<file path="src/rtl/axis_perf_pkg.sv">
// Definitions shared by the RX checker and the packet generator: bus width
// defaults, the 32-bit lane pattern and the checker FSM encoding.
package axis_perf_pkg;

  localparam int DEF_DATA_WIDTH = 512;
  localparam int DEF_KEEP_WIDTH = DEF_DATA_WIDTH / 8;
  localparam int LANE_WIDTH     = 32;

  typedef struct packed {
    logic [15:0] seq;
    logic [15:0] beat;
  } lane_pat_t;

  typedef enum logic [1:0] {
    ST_IDLE  = 2'd0,
    ST_RECV  = 2'd1,
    ST_DRAIN = 2'd2
  } rx_state_e;

  function automatic lane_pat_t lane_pattern(input logic [15:0] seq, input logic [15:0] beat);
    lane_pat_t p;
    p.seq  = seq;
    p.beat = beat;
    return p;
  endfunction

endpackage

</file>
<file path="src/rtl/axis_rx_expect_gen.sv">
// Expected beat contents for a given packet sequence number and beat index.
module axis_rx_expect_gen
  import axis_perf_pkg::*;
#(
  parameter int DATA_WIDTH = DEF_DATA_WIDTH,
  parameter int KEEP_WIDTH = DEF_KEEP_WIDTH
) (
  input  logic [15:0]           seq_i,
  input  logic [15:0]           beat_i,
  input  logic [15:0]           n_beats_i,
  input  logic [15:0]           rem_i,
  output logic [DATA_WIDTH-1:0] exp_data_o,
  output logic [KEEP_WIDTH-1:0] exp_keep_o,
  output logic                  is_last_o
);

  localparam int LANES = DATA_WIDTH / LANE_WIDTH;

  always_comb begin
    exp_data_o = '0;
    for (int l = 0; l < LANES; l++) begin
      exp_data_o[l*LANE_WIDTH +: LANE_WIDTH] = lane_pattern(seq_i, beat_i);
    end
    is_last_o  = (beat_i == n_beats_i - 16'd1);
    // rem_i == KEEP_WIDTH shifts everything out, giving a full mask
    exp_keep_o = is_last_o ? ~({KEEP_WIDTH{1'b1}} << rem_i) : {KEEP_WIDTH{1'b1}};
  end

endmodule

</file>
<file path="config.mk">
export PLATFORM = sky130hd
export DESIGN_NAME = axis_rx_expect_gen
export DESIGN_NICKNAME = d
export VERILOG_FILES = /design/src/rtl/axis_perf_pkg.sv /design/src/rtl/axis_rx_expect_gen.sv
export SDC_FILE = /design/constraint.sdc
export NUM_CORES = 1
export LEC_CHECK = 0
export CAP_MARGIN = 20
export CORE_AREA = 2 2 246 248
export DETAILED_ROUTE_END_ITERATION = 10
export DIE_AREA = 0 0 248 250
export GPL_TIMING_DRIVEN = 1
export PLACE_DENSITY_LB_ADDON = 0.15
export RECOVER_POWER = 50
export SYNTH_ARGS = -nofsm -noshare
export SYNTH_HDL_FRONTEND = slang
export SYNTH_SLANG_ARGS = --single-unit
</file>
<file path="constraint.sdc">
create_clock -name vclk -period 3.4
set_input_delay 0.85 -clock vclk [all_inputs]
set_output_delay 0.85 -clock vclk [all_outputs]
set_load 0.005 [all_outputs]
</file>
---- Word-level counts from Yosys, hierarchy flattened ----
Index checks and enable logic that the tools add are counted.
cells by class
  shift-type cells ........................ 1
  mux-type cells .......................... 1
  equality and inequality tests ........... 1
  bitwise gates (word level) .............. 1
  $add $sub $neg .......................... 1
operators by type and width
  operator                number
  $mux 64                 1
  $not 64->64             1
  $shl 64x16->64 const A  1
  $eq 16x16->1            1
  $sub 16x1->16 const B   1
word-level totals
  bits of input ports ..................... 64
  output and inout port bits .............. 577
  bits in registers ....................... 0

---- Depth between registers and ports, before layout ----
Gate-level depths: netlist of run 1.
  depth after elaboration ................. 3
  gate-level depth with buffers ........... 10
  gate-level depth less buffers ........... 8

---- Worst setup path before layout of run 1 ----
No wires, ideal clock.
  kind .................................... input to output
  start point ............................. in n_beats_i[0]
  end point ............................... out exp_keep_o[13]
  path slack .............................. -140 ps
  stages .................................. 10
  buffers on the path ..................... 2
  data arrival time ....................... 2690 ps
  cell sequence ........................... inv_1 > ha_1 > or4b_4 > nor2_2 > nand3b_1 > a211o_1 > a211oi_2 > buf_4 > buf_6 > nand4_1
between the ends
  word-level cells in the longest chain between the ends .. 3
ends and longest elaborated chain
  element             line                      text
  start: declaration  axis_rx_expect_gen.sv:10  input logic [15:0] n_beats_i,
  $sub 16x1->16       axis_rx_expect_gen.sv:24  is_last_o = (beat_i == n_beats_i - 16'd1);
  $eq 16x16->1        axis_rx_expect_gen.sv:24
  $mux 64             axis_rx_expect_gen.sv:26  exp_keep_o = is_last_o ? ~({KEEP_WIDTH{1'b1}} << rem_i) : {KEEP_WIDTH{1'b1}};
  end: declaration    axis_rx_expect_gen.sv:13  output logic [KEEP_WIDTH-1:0] exp_keep_o,
Every way passes these cells.

---- Worst setup path in the final report of run 1 ----
  start point ............................. in n_beats_i[1]
  end point ............................... out exp_keep_o[44]
The elaborated chain is that of the path after synthesis.

==> flow_summary.json, run 1 <==
{
  "die_y_um": 250,
  "worst_ep_required_time_ns": 2.55,
  "seqCellArea_um2": 0,
  "grt.overflow.total": 0,
  "ir_worst_vdd_uv": 37.8,
  "setup_violations": 65,
  "slowest_delay_ns": 0.49,
  "p_sw_uw": 302,
  "power_frac_seq": 0,
  "postRouteAntennaNets": 0,
  "io_buffers": 369,
  "routed_wl_mm": 24.9,
  "first_pass_iters": 5,
  "syn_area_per_cell_um2": 6.94,
  "switching_share": 0.393,
  "violations": "negative setup slack",
  "synth_area_leaders": "buf_4 (69%), nand4_1 (7.4%), a21oi_1 (2.3%)",
  "synth_area_mm2": 0.00561,
  "yosysTopAreaCellShare": 0.687,
  "internal_power_uw": 466,
  "path_class": "input port to output port",
  "path_delay_family": "buffers and inverters",
  "critPathBufInv": 7,
  "leakage_uw": 0.00268,
  "syn-num-nets": 873,
  "synthMostInstantiatedCell": "buf_4",
  "power_frac_clock": 0,
  "grt_pass1_wl_mm": 34.8,
  "rows": 90,
  "yosysSeqAreaShare": 0,
  "drv_slew": 0,
  "end_kind": "output port",
  "hold_viol": 0,
  "status": "complete, but fails checks",
  "design.seq.count": 0,
  "num-clock-buffers": 0,
  "dp_hpwl_mm": 20.5,
  "drv_cap": 0,
  "hold_slack_ns": 1.70,
  "cts_hold_buf": 0,
  "path_cells": "buf_12, inv_12, ha_4, or4b_4, o21bai_1, o21ai_1, a211o_1, a211oi_4, buf_4, buf_12, buf_8, buf_16, nand4_1, buf_2",
  "die-area_mm2": 0.0620,
  "syn_to_final_growth_pct": 37.7,
  "place_ws_ns": -1.52,
  "routed_via_density": 2.83,
  "start_util": 0.0941,
  "worst_slack_ns": -0.630,
  "critical_path.most_common_cell": "buf_12",
  "pin_count": 641,
  "fin_crit_ns": 4.03,
  "critical_path_arrival_ns": 3.18,
  "path_max_fanout": 7,
  "core_region_area_mm2": 0.0596,
  "die_x_um": 248,
  "finalCritPeriodShare": 1.19,
  "grt_pass1_vias": 4678,
  "relSlewSlack": 0.774,
  "synthCells": 808,
  "synth_cell_types": 40,
  "vias": 4418,
  "antenna_found_initial": 2,
  "max_freq_mhz": 248,
  "wl_per_cell_um": 15.9,
  "ys.warnings.count": 0,
  "drc": 0,
  "powerDensity_mw_per_mm2": 99.4,
  "setup.worst_path.start_class": "input port",
  "grt_max_degree": 32,
  "drt_iter0_drc": 134,
  "synth_largest_area_cell": "buf_4",
  "rsz0062_at_grt": "true",
  "yosys-top-cells-count": "buf_4 (513), nand4_1 (66), nor2_1 (27)",
  "place_congestion": 0.665,
  "nets": 845,
  "hold_path_class": "input port to output port",
  "layout-drive-gt1-share": 0.333,
  "cp_slowest_cell": "or4b_4",
  "worstMarginPinSlew_ns": 0.339,
  "gr-usage-all-layers": 0.0755,
  "comb_power_share": 1.000
}
-- path summary, 6_finish.rpt --
kind / from / end / slack, ns / depth (start not counted)
worst min-delay path: seq_i[0] / exp_data_o[208] / 1.70 / 0
worst max-delay path: n_beats_i[1] / exp_keep_o[44] / -0.63 / 14
-- layout by cell type (no fill, tap or decap), drive strengths merged, types with 3 or more instances in the layout --
master and n:
a21oi 26, nand4 66, nand3 6, or2 6, xor2 8, or3 3, clkdlybuf4s50 285, nand2 13
nor4 5, a311oi 6, and2 4, clkbuf 3, a211oi 12, nand3b 3, buf 224, a21o 3
nor3b 8, nor2 28, and3 4, o21ai 4, dlygate4sd2 8, xnor2 14, nor3 17
-- through the flow --
| step | TNS, ns | power [uW] | cell area [um^2] | cells | utilization |
|---|---|---|---|---|---|
| final | -34.22 | 767 | 7720 | 1562 | 0.130 |
| after global routing | -43.10 | 824 | 7720 | 1562 | 0.130 |
| after CTS | -41.71 | 777 | 7610 | 1552 | 0.128 |
| after detailed placement | -91.95 | 729 | 7360 | 1526 | 0.124 |
| after global placement | -90.44 | 741 | 7360 | 1526 | 0.124 |
| after floorplan | -1.04 | 604 | 5640 | 808 | - |
-- logic make-up (layout without fill, tap and decap cells) --
group / Yosys count / after routing / share of synthesized area
AND/OR/NAND/NOR: 168 / 168 / 0.168
other: 0 / 2 / 0
XOR/XNOR: 22 / 22 / 0.0344
buffers and inverters: 556 / 526 / 0.724
adder cells (fa/ha/maj): 1 / 1 / 0.00223
AO/OA/AOI/OAI: 61 / 61 / 0.0712
-- layer usage --
| metal | global-route usage | wire (um) | vias up |
|---|---|---|---|
| li1 | - | - | 2106 |
| met1 | 0.0892 | 9880 | 2016 |
| met2 | 0.133 | 12400 | 256 |
| met3 | 0.0240 | 2220 | 40 |
| met4 | 0.0140 | 392 | 0 |
| met5 | 0 | 0 | - |
-- repair_timing --
item,CTS,global route
setup buffers,17,14
endpoints found under the setup margin,65,65
resized for setup,336,43
gates cloned,10,1
pin swaps,26,38
-- power groups by stage --
stage / combinational (uW) / clock [uW] / sequential [uW]
floorplan: 604 / 0 / 0
global placement: 741 / 0 / 0
detailed placement: 729 / 0 / 0
CTS: 777 / 0 / 0
global route: 824 / 0.0000787 / 0
finish: 767 / 0.0000787 / 0
-- final cells by class --
cell class / instances / area, um^2
Tap cell: 782 / 978
Antenna cell: 2 / 5.00
Fill cell: 6829 / 51800
Multi-Input combinational cell: 252 / 1740
Timing Repair Buffer: 524 / 4970
Inverter: 2 / 25.0
(Power assumes the default switching activity.)
==> run 2: changes to the inputs <==
--- a/config.mk
+++ b/config.mk
@@ -11,7 +11,6 @@
 export DIE_AREA = 0 0 248 250
 export GPL_TIMING_DRIVEN = 1
 export PLACE_DENSITY_LB_ADDON = 0.15
-export RECOVER_POWER = 50
 export SYNTH_ARGS = -nofsm -noshare
 export SYNTH_HDL_FRONTEND = slang
 export SYNTH_SLANG_ARGS = --single-unit
==> results of run 2 <==
No change in the layout: final DEF, timing and power equal those of run 1.
